### src/rtl/writeback_group_arbiter_if.sv
// Writeback group bundle: issue-side table writes, unit completion requests,
// per-unit grants and the registered commit packet.
interface writeback_group_arbiter_if #(
  parameter int unsigned NUM_UNITS   = 3,
  parameter int unsigned DATA_WIDTH  = 32,
  parameter int unsigned ID_WIDTH    = 3,
  parameter int unsigned PHYS_ADDR_W = 6
);

  logic                            issue_valid;
  logic [ID_WIDTH-1:0]             issue_id;
  logic [PHYS_ADDR_W-1:0]          issue_phys_rd_addr;
  logic [NUM_UNITS-1:0]            unit_done;
  logic [NUM_UNITS*ID_WIDTH-1:0]   unit_id;
  logic [NUM_UNITS*DATA_WIDTH-1:0] unit_data;
  logic [NUM_UNITS-1:0]            unit_ack;
  logic                            commit_valid;
  logic [ID_WIDTH-1:0]             commit_id;
  logic [DATA_WIDTH-1:0]           commit_data;
  logic [PHYS_ADDR_W-1:0]          wb_phys_addr;

  // Issue logic and execution units drive requests; the arbiter answers.
  modport master (
    output issue_valid, issue_id, issue_phys_rd_addr, unit_done, unit_id, unit_data,
    input  unit_ack, commit_valid, commit_id, commit_data, wb_phys_addr
  );

  modport slave (
    input  issue_valid, issue_id, issue_phys_rd_addr, unit_done, unit_id, unit_data,
    output unit_ack, commit_valid, commit_id, commit_data, wb_phys_addr
  );

endinterface

### src/rtl/writeback_group_arbiter.sv
// Round-robin writeback arbiter for one register-file writeback group.
// Grants one completing unit per cycle, looks up its destination physical
// register by instruction ID and registers the commit packet.
module writeback_group_arbiter #(
  parameter int unsigned NUM_UNITS   = 3,
  parameter int unsigned DATA_WIDTH  = 32,
  parameter int unsigned ID_WIDTH    = 3,
  parameter int unsigned PHYS_ADDR_W = 6
) (
  input logic                       clk,
  input logic                       rst,
  writeback_group_arbiter_if.slave  bus
);

  localparam int unsigned PtrW    = (NUM_UNITS > 1) ? $clog2(NUM_UNITS) : 1;
  localparam int unsigned Entries = 2 ** ID_WIDTH;

  logic [PtrW-1:0]        ptr_q, ptr_d;
  logic [NUM_UNITS-1:0]   ack;
  logic                   gnt_any;
  logic [ID_WIDTH-1:0]    gnt_id;
  logic [DATA_WIDTH-1:0]  gnt_data;

  logic [PHYS_ADDR_W-1:0] id_table [Entries];

  logic                   commit_valid_q;
  logic [ID_WIDTH-1:0]    commit_id_q;
  logic [DATA_WIDTH-1:0]  commit_data_q;
  logic [PHYS_ADDR_W-1:0] wb_phys_addr_q;

  // Rotating priority search: first done unit at or after the pointer wins.
  always_comb begin
    int unsigned idx;
    ack     = '0;
    gnt_any = 1'b0;
    idx     = 0;
    for (int unsigned i = 0; i < NUM_UNITS; i++) begin
      idx = int'(ptr_q) + i;
      if (idx >= NUM_UNITS) idx = idx - NUM_UNITS;
      for (int unsigned k = 0; k < NUM_UNITS; k++) begin
        if (k == idx && !gnt_any && !rst && bus.unit_done[k]) begin
          gnt_any = 1'b1;
          ack[k]  = 1'b1;
        end
      end
    end
  end

  // One-hot mux of the winner's payload and the pointer advance past it.
  always_comb begin
    gnt_id   = '0;
    gnt_data = '0;
    ptr_d    = ptr_q;
    for (int unsigned k = 0; k < NUM_UNITS; k++) begin
      if (ack[k]) begin
        gnt_id   = bus.unit_id[k*ID_WIDTH +: ID_WIDTH];
        gnt_data = bus.unit_data[k*DATA_WIDTH +: DATA_WIDTH];
        ptr_d    = (k + 1 == NUM_UNITS) ? '0 : PtrW'(k + 1);
      end
    end
  end

  // ID table write; no reset, and writes continue while rst is high.
  always_ff @(posedge clk) begin
    if (bus.issue_valid) id_table[bus.issue_id] <= bus.issue_phys_rd_addr;
  end

  // Commit register and pointer. The table read sees the pre-edge entry,
  // so a same-cycle issue to the granted ID does not leak into this commit.
  always_ff @(posedge clk) begin
    if (rst) begin
      ptr_q          <= '0;
      commit_valid_q <= 1'b0;
      commit_id_q    <= '0;
      commit_data_q  <= '0;
      wb_phys_addr_q <= '0;
    end else begin
      ptr_q          <= ptr_d;
      commit_valid_q <= gnt_any;
      if (gnt_any) begin
        commit_id_q    <= gnt_id;
        commit_data_q  <= gnt_data;
        wb_phys_addr_q <= id_table[gnt_id];
      end
    end
  end

  assign bus.unit_ack     = ack;
  assign bus.commit_valid = commit_valid_q;
  assign bus.commit_id    = commit_id_q;
  assign bus.commit_data  = commit_data_q;
  assign bus.wb_phys_addr = wb_phys_addr_q;

endmodule

### src/flat_wrapper.sv
// flat-port wrapper written by rule: the top's interface ports become plain ports
module writeback_group_arbiter_flat 
#(
  parameter int unsigned NUM_UNITS   = 3,
  parameter int unsigned DATA_WIDTH  = 32,
  parameter int unsigned ID_WIDTH    = 3,
  parameter int unsigned PHYS_ADDR_W = 6
)
  (clk, rst, bus_issue_valid, bus_issue_id, bus_issue_phys_rd_addr, bus_unit_done, bus_unit_id, bus_unit_data, bus_unit_ack, bus_commit_valid, bus_commit_id, bus_commit_data, bus_wb_phys_addr);
  writeback_group_arbiter_if #(.NUM_UNITS(NUM_UNITS), .DATA_WIDTH(DATA_WIDTH), .ID_WIDTH(ID_WIDTH), .PHYS_ADDR_W(PHYS_ADDR_W)) bus_i ();
  input logic clk;
  input logic rst;
  input wire logic [$bits(bus_i.issue_valid)-1:0] bus_issue_valid;
  input wire logic [$bits(bus_i.issue_id)-1:0] bus_issue_id;
  input wire logic [$bits(bus_i.issue_phys_rd_addr)-1:0] bus_issue_phys_rd_addr;
  input wire logic [$bits(bus_i.unit_done)-1:0] bus_unit_done;
  input wire logic [$bits(bus_i.unit_id)-1:0] bus_unit_id;
  input wire logic [$bits(bus_i.unit_data)-1:0] bus_unit_data;
  output wire logic [$bits(bus_i.unit_ack)-1:0] bus_unit_ack;
  output wire logic [$bits(bus_i.commit_valid)-1:0] bus_commit_valid;
  output wire logic [$bits(bus_i.commit_id)-1:0] bus_commit_id;
  output wire logic [$bits(bus_i.commit_data)-1:0] bus_commit_data;
  output wire logic [$bits(bus_i.wb_phys_addr)-1:0] bus_wb_phys_addr;
  assign bus_i.issue_valid = bus_issue_valid;
  assign bus_i.issue_id = bus_issue_id;
  assign bus_i.issue_phys_rd_addr = bus_issue_phys_rd_addr;
  assign bus_i.unit_done = bus_unit_done;
  assign bus_i.unit_id = bus_unit_id;
  assign bus_i.unit_data = bus_unit_data;
  assign bus_unit_ack = bus_i.unit_ack;
  assign bus_commit_valid = bus_i.commit_valid;
  assign bus_commit_id = bus_i.commit_id;
  assign bus_commit_data = bus_i.commit_data;
  assign bus_wb_phys_addr = bus_i.wb_phys_addr;
  writeback_group_arbiter #(.NUM_UNITS(NUM_UNITS), .DATA_WIDTH(DATA_WIDTH), .ID_WIDTH(ID_WIDTH), .PHYS_ADDR_W(PHYS_ADDR_W)) u_core (.clk(clk), .rst(rst), .bus(bus_i));
endmodule
### config.mk
export PLATFORM = sky130hd
export DESIGN_NAME = writeback_group_arbiter_flat
export DESIGN_NICKNAME = d
export VERILOG_FILES = /design/src/rtl/writeback_group_arbiter_if.sv /design/src/rtl/writeback_group_arbiter.sv /design/src/flat_wrapper.sv
export SDC_FILE = /design/constraint.sdc
export NUM_CORES = 1
export LEC_CHECK = 0
export ABC_AREA = 1
export CAP_MARGIN = 20
export CORE_AREA = 2 2 108 110
export DETAILED_ROUTE_END_ITERATION = 6
export DIE_AREA = 0 0 110 112
export PLACE_DENSITY = 0.82
export SLEW_MARGIN = 20
export SYNTH_ARGS = -nofsm -noshare
export SYNTH_HDL_FRONTEND = slang
export SYNTH_SLANG_ARGS = --single-unit
### constraint.sdc
create_clock -name clk -period 2.8 [get_ports clk]
set_input_delay 0.56 -clock clk [delete_from_list [all_inputs] [get_ports clk]]
set_output_delay 0.56 -clock clk [all_outputs]
set_load 0.03 [all_outputs]
# Word level (Yosys, flattened, before mapping)
# Memory sizes are Yosys's and may differ from the RTL's. A register that Yosys moved wholly into a read port is not among the register bits.
# Index checks and enable logic that the tools add are counted.
# op_classes
n_eq_ne,6
order_cmp,3
add_sub_neg,5
n_mux,30
reduce_logical,41
# ops
op,count
$mux 32,6
$eq 1x32->1 const A,3
$eq 2x32->1 const A,3
$logic_not 32->1,3
$ge 32x2->1 const B,2
$sub 32x2->32 const B,2
$logic_and 1x1->1,26
$mux 1,19
$logic_not 1->1,9
$mux 3,3
$mux 2,2
$add 2x1->3 const B,1
$add 2x2->3 const B,1
$reduce_or 3->1,1
$sub 2x2->3 const B,1
$ge 2x2->1 const B,1
$reduce_bool 2->1,1
$reduce_or 2->1,1
# word_totals
mem_bits_rw,48
reg_bits,38
wordCells,91
n_memories,1
input_bits,120
# mem_list
name,depth,word_bits,read_ports,rd_ports_with_merged_regs,wr,line_no,rtl
u_core.id_table,8,6,1,1,1,writeback_group_arbiter.sv:24,logic [PHYS_ADDR_W-1:0] id_table [Entries];

# Logic depth before layout (Yosys ltp)
# Gate-level depths: netlist (run 1).
# logic_depth
word_depth,47
depth_mapped,21
ltp_nobuf,20

# Worst setup path before layout (run 1)
# No wires, ideal clock.
# synth_timing
path_kind,reg2out
start,reg u_core.ptr_q[0]
end,out bus_unit_ack[2]
required_ns,2.240
n_path_buf,2
arrival_ns,2.142
path_stages_with_launch,12
path_slack_ns,0.098
path_cell_list,dfxtp_1 inv_1 ha_1 nand3_1 nand2_1 inv_2 nand3_1 a21oi_2 nand4_1 nand2_2 clkbuf_1 clkbuf_1
# synth_between
elab_chain_len,46
elab_cells_between_ends,65
cone_classes,5 x add/sub; 3 x order compare; 6 x eq/ne; 14 x mux; 37 x reduce/logical
# synth_lines
item,line_no,rtl
"start, declared",writeback_group_arbiter.sv:18,"logic [PtrW-1:0] ptr_q, ptr_d;"
"start signal, assigned",writeback_group_arbiter.sv:78,ptr_q <= ptr_d;
$sub 2x2->3 or $ge 2x2->1 (tied branches),writeback_group_arbiter.sv:39,if (idx >= NUM_UNITS) idx = idx - NUM_UNITS;
$mux 32,writeback_group_arbiter.sv:39,
$logic_not 32->1,writeback_group_arbiter.sv:41,if (k == idx && !gnt_any && !rst && bus.unit_done[k]) begin
$logic_and 1x1->1 (2 in a row),writeback_group_arbiter.sv:41,
$mux 1,writeback_group_arbiter.sv:41,
$logic_not 1->1,writeback_group_arbiter.sv:41,
$logic_and 1x1->1 (3 in a row),writeback_group_arbiter.sv:41,
$mux 1,writeback_group_arbiter.sv:41,
[... 21 more ...],--,
$logic_and 1x1->1 (3 in a row),writeback_group_arbiter.sv:41,
$mux 1,writeback_group_arbiter.sv:41,
$logic_not 1->1,writeback_group_arbiter.sv:41,
$logic_and 1x1->1 (3 in a row),writeback_group_arbiter.sv:41,
$mux 1,writeback_group_arbiter.sv:41,
$logic_not 1->1,writeback_group_arbiter.sv:41,
$logic_and 1x1->1 (3 in a row),writeback_group_arbiter.sv:41,
$mux 1 (*),writeback_group_arbiter.sv:41,
"end, declared",flat_wrapper.sv:19,output wire logic [$bits(bus_i.unit_ack)-1:0] bus_unit_ack;
# Every way passes the cells marked *; elsewhere a longest branch is shown, timed or not.

# Worst setup path in the final report (run 1)
# layout_timing
start,in bus_unit_done[2]
end,out bus_unit_ack[1]
# layout_between
elab_chain_len,27
elab_cells_between_ends,28
cone_classes,7 x mux; 21 x reduce/logical
# layout_lines
item,line_no,rtl
"start, declared",flat_wrapper.sv:16,input wire logic [$bits(bus_i.unit_done)-1:0] bus_unit_done;
$logic_and 1x1->1,writeback_group_arbiter.sv:41,
$mux 1,writeback_group_arbiter.sv:41,
$logic_not 1->1,writeback_group_arbiter.sv:41,
$logic_and 1x1->1 (3 in a row),writeback_group_arbiter.sv:41,
$mux 1,writeback_group_arbiter.sv:41,
$logic_not 1->1,writeback_group_arbiter.sv:41,
$logic_and 1x1->1 (3 in a row),writeback_group_arbiter.sv:41,
$mux 1,writeback_group_arbiter.sv:41,
$logic_not 1->1,writeback_group_arbiter.sv:41,
$logic_and 1x1->1 (3 in a row),writeback_group_arbiter.sv:41,
$mux 1,writeback_group_arbiter.sv:41,
$logic_not 1->1,writeback_group_arbiter.sv:41,
$logic_and 1x1->1 (3 in a row),writeback_group_arbiter.sv:41,
$mux 1,writeback_group_arbiter.sv:41,
$logic_not 1->1,writeback_group_arbiter.sv:41,
$logic_and 1x1->1 (3 in a row),writeback_group_arbiter.sv:41,
$mux 1 (*),writeback_group_arbiter.sv:41,
# Marked as above.

==> results of run 1 <==
## state kept, by name, indices dropped and copies added (netlist names)
signal / count
u_core.bus.commit_valid: 1
u_core.bus.wb_phys_addr: 6
u_core.bus.commit_data: 32
u_core.ptr_q: 2
u_core.id_table: 48
u_core.bus.commit_id: 3
## metrics by stage
stage / cell area [µm²] / setup slack [ns] / setup TNS, ns / hold slack (ns)
final: 6680 / 0.0729 / 0 / 0.461
after global routing: 6680 / -0.0132 / -0.0168 / 0.469
after CTS: 6620 / -0.00849 / -0.00849 / 0.459
after detailed placement: 6310 / -0.135 / -1.11 / 0.448
after global placement: 6310 / -0.0560 / -0.140 / 0.443
after floorplan: 4380 / 0.0981 / 0 / 0.475
## timing repair
item,CTS,global route
gates cloned,0,0
resized for setup,2,10
hold endpoints to repair,0,0
pin swaps,0,5
hold buffers,0,0
setup endpoints to repair,3,9
setup buffers,1,3
## power by group
| group | internal [W] | total (W) | leakage [nW] | switching [W] |
|---|---|---|---|---|
| combinational | 0.000871 | 0.00203 | 1.74 | 0.00116 |
| clock | 0.000617 | 0.00115 | 0.136 | 0.000537 |
| sequential | 0.00166 | 0.00178 | 0.804 | 0.000118 |
## final cells by class
type	count	area share
Clock buffer	9	0.0337
Sequential cell	92	0.348
Multi-Input combinational cell	348	0.260
Clock inverter	6	0.00843
Inverter	57	0.0320
Tap cell	143	0.0268
Timing Repair Buffer	197	0.292
## tightest hold or removal path: stages (launching register included)
cell	delay (ns)
dfxtp_1	0.31
nand2_1	0.06
nand2_1	0.05
## kinds of logic (layout without fill, tap and decap cells)
| logic type | after synthesis | count (layout) | synth area share |
|---|---|---|---|
| AND/OR/NAND/NOR | 273 | 273 | 0.267 |
| flip-flops | 92 | 92 | 0.530 |
| buffers and inverters | 87 | 269 | 0.0826 |
| AO/OA/AOI/OAI | 73 | 73 | 0.114 |
| adder cells (fa/ha/maj) | 2 | 2 | 0.00571 |
## routing by layer
layer,routed length [µm],GRT usage,part of all wire,up-vias
met1,5110,0.259,0.38,2049
met5,0,0,0,-
met2,6830,0.371,0.51,188
met4,304,0.0776,0.023,0
met3,1140,0.0498,0.085,26
li1,-,-,-,2146
## worst max-delay path by stage
stage | to | slack, ns | cells after the start
global route | bus_unit_ack[2] | -0.01 | 9
detailed placement | u_core.bus.wb_phys_addr[3]$_SDFFE_PP0P_ | -0.14 | 19
global placement | u_core.bus.wb_phys_addr[1]$_SDFFE_PP0P_ | -0.06 | 17
CTS | bus_unit_ack[2] | -0.008 | 11
floorplan | bus_unit_ack[2] | 0.1 | 11
finish | bus_unit_ack[1] | 0.07 | 8
## layout by cell type (no fill, tap or decap)
master / count
inv_6: 2
nor2_2: 2
a21oi_2: 2
nor3_1: 2
nand2_4: 1
or2_1: 2
inv_2: 4
buf_4: 28
nor2_4: 1
nand2_2: 5
nand2_1: 134
a21oi_1: 34
clkinv_4: 1
nand3_1: 73
dlymetal6s2s_1: 1
ha_1: 1
inv_8: 2
inv_1: 53
clkbuf_16: 9
o311ai_0: 32
clkinvlp_4: 1
a2111oi_0: 1
nand3_2: 4
o21ai_1: 1
clkdlybuf4s50_1: 160
dfxtp_1: 44
ha_4: 1
buf_12: 4
nor2_1: 44
buf_6: 4
o21bai_2: 1
edfxtp_1: 48
o21ai_0: 2
nand4_1: 5
==> flow_summary_export.csv, run 1 <==
group,metric,value,unit
sta,slew_violations,0,
floorplanning,die_area,0.0123,mm²
worst_setup_path,cpLargestDelayFamily,"buffers and inverters",
placed_design,gp_congestion,0.926,
floorplanning,die_h,112,µm
worst_setup_path,r2r-end,"u_core.bus.wb_phys_addr[0]$_SDFFE_PP0P_",
clock_network,clock_sinks,92,
routing,wire_per_inst,15.7,µm
worst_setup_path,slowest_delay,0.52,ns
clock_network,cts_buffers,9,
cells_and_area,drive_gt1_frac,0.102,
clock_network,clock_latency,0.34,ns
yosys,syn_area,0.00438,mm²
sta,max_freq,367,MHz
sta,worstMarginPinSlew,0.752,ns
yosys,syn_inst,527,
global_routing,grt_pass1_vias,4336,
yosys,yosysMostFrequentCell,"nand2_1",
yosys,ys_seq_elements,92,
status,status,"finished clean",
clock_network,root_buffer,"clkbuf_16",
cells_and_area,area_growth,52.5,%
sta,slew_headroom,0.497,
cells_and_area,antenna_cells,0,
placed_design,hpwl,9820,µm
global_routing,grt_start_max_net_pins,67,
yosys,synth_ff_type,"edfxtp_1",
routing,ant_nets,0,
worst_setup_path,cp_max_fo,6,
min_path,min_path_cells,2,
global_routing,grtUsageTotal,0.215,
sta,finalClockSkew,0.0104,ns
yosys,ys_types,25,
worst_setup_path,crit_buf_inv,3,
worst_setup_path,slowest_stage,"clkdlybuf4s50_1",
cells_and_area,final_nets,827,
floorplanning,rows,39,
cells_and_area,finalNonFillerCells,852,
worst_setup_path,regToRegStartpoint,"u_core.ptr_q[0]$_SDFFE_PP0N_",
sta,setup_viol,0,
yosys,synthTopCellsByArea,"edfxtp_1, dfxtp_1, nand2_1",
power_and_ir_drop,power_density,742,mW/mm²
worst_setup_path,end_kind,"primary output",
flow_run,maxCapViolCount,0,
cells_and_area,fillers,955,
sta,min_period,2.73,ns
routing,drt-total-wl,13400,µm
worst_setup_path,cp-start-kind,"input port",
sta,fin_crit_sh,0.974,
yosys,ys_async_sr_fraction,0,
min_path,min_from,"u_core.bus.wb_phys_addr[0]$_SDFFE_PP0P_",
cells_and_area,fin_util,0.598,
cells_and_area,regArea,0.00232,mm²
routing,vias_per_cell,5.17,
placed_design,dp.cells,833,
global_routing,grt_pass1_wl,20700,µm
routing,route.detailed.drc,0,
clock_network,clkSlewWorstSetupHoldPaths,0.07,ns
global_routing,antenna_found_initial,0,
clock_network,htree_levels,3,
yosys,synthTopCellsByCount,"nand2_1, nand3_1, inv_1",
clock_network,clk_path_buf_depth,2,
placed_design,io_buffer_count,164,
clock_network,cts_tree,"done",
worst_setup_path,arrival,2.17,ns
global_routing,grt_overflow_total,0,
worst_setup_path,critical_path.cell_chain,"clkdlybuf4s50_1 > o21ai_1 > nand3_1 > a21oi_2 > nand3_2 > nand2_4 > buf_4 > buf_6",
power_and_ir_drop,p_total,0.00496,W
yosys,synth_edf_count,48,
worst_setup_path,rr_worst_depth,17,
yosys,synth_nets,649,
worst_setup_path,rrSetupSlack,0.32,ns
worst_setup_path,crit_start,"bus_unit_done[2]",
yosys,synth-seq-area-share,0.530,
yosys,yosysTopAreaCellShare,0.329,
routing,vias,4409,
power_and_ir_drop,ir_worst_vdd,432,µV
routing,drt_iter0_markers,378,
worst_setup_path,critical_path_class,"input port to primary output",
worst_setup_path,required,2.24,ns
min_path,worstHoldPathType,"flip-flop to flip-flop",
routing,drt_first_pass_iters,5,
floorplanning,die_w,110,µm
floorplanning,core_area,0.0112,mm²
power_and_ir_drop,p_leak,2.69,nW
yosys,yosys_warnings,0,
yosys,synth_top_area_cell,"edfxtp_1",
yosys,syn_avg_cell_area,8.31,µm²
min_path,min_to,"u_core.bus.wb_phys_addr[0]$_SDFFE_PP0P_",
floorplanning,start_util,0.392,
floorplanning,pin_count,165,
sta,hold_viol_final,0,
cells_and_area,multi_input_area,0.00173,mm²
Note: power is estimated with default switching activity, not from simulation.
==> run 2: changes to the inputs <==
--- a/config.mk
+++ b/config.mk
@@ -7,11 +7,11 @@
 export LEC_CHECK = 0
 export ABC_AREA = 1
 export CAP_MARGIN = 20
-export CORE_AREA = 2 2 108 110
+export CORE_AREA = 2 2 115 117
 export DETAILED_ROUTE_END_ITERATION = 6
-export DIE_AREA = 0 0 110 112
-export PLACE_DENSITY = 0.82
-export SLEW_MARGIN = 20
+export DIE_AREA = 0 0 117 119
+export PLACE_DENSITY = 0.74
+export SLEW_MARGIN = 25
 export SYNTH_ARGS = -nofsm -noshare
 export SYNTH_HDL_FRONTEND = slang
 export SYNTH_SLANG_ARGS = --single-unit
==> run 2 against run 1 <==
Via count grew 0.48%. Count of clock-buffer cells in the layout grew 1. Clock power grew 7%. Register-to-register slack gained 0.04 ns. Fmax grew 1.2%. Final cell count grew 4.6%. Core utilization shrank 7.3 points. Critical path type is now flip-flop to primary output. Critical endpoint unchanged. Largest power group unchanged. Highest routed layer unchanged.
==> flow_summary_export.csv, run 2 (synthesis gave the netlist of run 1 again) <==
group,metric,value,unit
global_routing,grt_overflow_total,0,
worst_setup_path,end_kind,"primary output",
cells_and_area,finalNonFillerCells,891,
placed_design,gp_congestion,0.862,
power_and_ir_drop,seqPwrFrac,0.354,
sta,finalClockSkew,0.00687,ns
power_and_ir_drop,ir_worst_vdd,383,µV
cells_and_area,area_growth,54.4,%
worst_setup_path,critical_path.cell_chain,"inv_2 > ha_4 > nand3_2 > nand2_2 > nor2_1 > nand4_1 > nand3_2 > nand2_2 > buf_4 > buf_4 > buf_4",
sta,slew_headroom,0.546,
cells_and_area,layout_common_cells,"clkdlybuf4s50_1, nand2_1, nand3_1",
power_and_ir_drop,power_density,745,mW/mm²
clock_network,clkSlewWorstSetupHoldPaths,0.06,ns
cells_and_area,largest_reg_flops,48,
worst_setup_path,cp_max_fo,5,
worst_setup_path,crit_start,"u_core.ptr_q[0]$_SDFFE_PP0N_",
global_routing,grt_start_max_net_pins,45,
power_and_ir_drop,p_clk_frac,0.245,
routing,drt_iter0_markers,453,
power_and_ir_drop,p_leak,2.73,nW
worst_setup_path,path_depth,11,
cells_and_area,layout_commonest_cell,"clkdlybuf4s50_1",
clock_network,root_buffer,"clkbuf_16",
floorplanning,rows,42,
sta,fin_crit_sh,0.962,
routing,vias_per_cell,4.97,
worst_setup_path,slowest_stage,"dfxtp_1",
routing,drt_first_pass_iters,5,
worst_setup_path,cpLargestDelayFamily,"simple AND/OR/NAND/NOR gates",
worst_setup_path,rr_worst_depth,18,
routing,route.detailed.drc,0,
power_and_ir_drop,power_switching,0.00181,W
clock_network,clock_latency,0.34,ns
clock_network,htree_levels,3,
cells_and_area,drive_gt1_frac,0.115,
worst_setup_path,slowest_delay,0.35,ns
clock_network,clock_sinks,92,
sta,rsz0062_at_grt,"no",
routing,vias,4430,
routing,ant_nets,0,
clock_network,cts_buffers,9,
floorplanning,start_util,0.340,
sta,worstMarginPinSlew,0.678,ns
sta,max_freq,371,MHz
cells_and_area,antenna_cells,0,
worst_setup_path,cpMostUsedCell,"buf_4",
worst_setup_path,crit_buf_inv,4,
worst_setup_path,rrSetupSlack,0.36,ns
floorplanning,die_w,117,µm
placed_design,dp.cells,872,
clock_network,cts_tree,"done",
routing,drt-total-wl,14100,µm
global_routing,antenna_found_initial,0,
floorplanning,core_area,0.0129,mm²
clock_network,cts_hold_buf,0,
sta,min_period,2.69,ns
sta,hold_viol_final,0,
cells_and_area,largest-register,"u_core.id_table",
worst_setup_path,r2r-end,"u_core.bus.wb_phys_addr[4]$_SDFFE_PP0P_",
status,status,"finished clean",
worst_setup_path,critical_path_class,"flip-flop to primary output",
placed_design,pre_cts_ws,-0.218,ns
worst_setup_path,regToRegStartpoint,"u_core.ptr_q[1]$_SDFFE_PP0P_",
worst_setup_path,cp-start-kind,"flip-flop",
flow_run,maxCapViolCount,0,
power_and_ir_drop,swShare,0.360,
placed_design,place_area,0.00639,mm²
sta,slew_violations,0,
cells_and_area,final_nets,832,
min_path,worstHoldPathType,"flip-flop to flip-flop",
clock_network,clk_path_buf_depth,2,
cells_and_area,design_area,0.00676,mm²
sta,setup_viol,0,
power_and_ir_drop,cell_internal_pwr,0.00322,W
worst_setup_path,required,2.24,ns
routing,wire_per_inst,15.8,µm
global_routing,grtUsageTotal,0.196,
global_routing,grt_pass1_wl,21200,µm
cells_and_area,fin_util,0.525,
power_and_ir_drop,p_total,0.00504,W
min_path,min_path_cells,2,
floorplanning,die_h,119,µm
global_routing,grt_pass1_vias,4138,
power_and_ir_drop,comb_power_share,0.401,
worst_setup_path,arrival,2.13,ns
placed_design,io_buffer_count,164,
floorplanning,die_area,0.0139,mm²
sta,worst_slack,0.106,ns
worst_setup_path,crit_path_end,"bus_unit_ack[1]",
placed_design,hpwl,10600,µm
floorplanning,pin_count,165,
-- run 2: cell types whose count changed in the layout (fill, tap and decap cells not counted), sizes merged --
cell           delta
buf               +5
clkdlybuf4s50     -3
dlygate4sd2       +1
dlymetal6s2s      +2
inv               -2
bufinv            +1
clkinvlp          +1
clkbuf            +1
-- run 2: per-layer routing --
metal	track usage	vias to the layer above	wire [µm]
met5	0	-	0
met4	0.0662	0	327
met3	0.0529	29	1040
met2	0.326	196	6990
met1	0.243	2047	5750
li1	-	2158	-
-- run 2: how the worst min path moves through the flow --
stage                                             from                                       to  slack, ns
2_1_floorplan             u_core.ptr_q[0]$_SDFFE_PP0N_             u_core.ptr_q[0]$_SDFFE_PP0N_       0.47
3_3_place_gp      u_core.bus.commit_id[0]$_SDFFE_PP0P_     u_core.bus.commit_id[0]$_SDFFE_PP0P_       0.45
3_5_place_dp   u_core.bus.wb_phys_addr[0]$_SDFFE_PP0P_  u_core.bus.wb_phys_addr[0]$_SDFFE_PP0P_       0.44
4_1_cts        u_core.bus.wb_phys_addr[0]$_SDFFE_PP0P_  u_core.bus.wb_phys_addr[0]$_SDFFE_PP0P_       0.46
5_1_grt           u_core.bus.commit_id[1]$_SDFFE_PP0P_     u_core.bus.commit_id[1]$_SDFFE_PP0P_       0.48
6_report          u_core.bus.commit_id[0]$_SDFFE_PP0P_     u_core.bus.commit_id[0]$_SDFFE_PP0P_       0.46
-- run 2: power by group through the flow --
stage,clock (W),combinational (W),sequential [W]
after floorplan,0,0.000682,0.00221
after global placement,0,0.00195,0.00180
after detailed placement,0,0.00199,0.00181
after CTS,0.00125,0.00201,0.00178
after global routing,0.00131,0.00217,0.00180
final,0.00123,0.00202,0.00178
-- run 2: repair_timing --
action                                  CTS  global route
setup buffers                             2             1
gates resized for setup                   4            12
pin swaps                                 1             2
endpoints found under the setup margin    2             7
-- run 2: final cells by class --
class / count / area, µm²
Tap cell: 176 / 220
Timing Repair Buffer: 202 / 1960
Multi-Input combinational cell: 348 / 1740
Sequential cell: 92 / 2320
Fill cell: 1132 / 6110
Inverter: 57 / 214
Clock inverter: 6 / 71.3
Clock buffer: 10 / 229
-- run 2: per-stage QoR --
| step | hold slack (ns) | setup TNS (ns) |
|---|---|---|
| 6_report | 0.460 | 0 |
| 5_1_grt | 0.481 | 0 |
| 4_1_cts | 0.462 | 0 |
| 3_5_place_dp | 0.444 | -3.73 |
| 3_3_place_gp | 0.449 | -0.571 |
| 2_1_floorplan | 0.475 | 0 |
-- run 2: worst reg2reg max path, stage by stage (launching register included) --
cell and delay, ns:
dfxtp_2 0.34, inv_1 0.05, ha_1 0.16, inv_1 0.06, nor2_2 0.19, nand4_1 0.15, buf_4 0.16, o21bai_2 0.12
nand2_1 0.09, nand3_1 0.12, nand2_1 0.06, nand2_1 0.14, nand2_2 0.22, nand2_1 0.15, nand3_1 0.09, nand3_1 0.09
nand3_1 0.07, nand2_1 0.06, inv_1 0.03
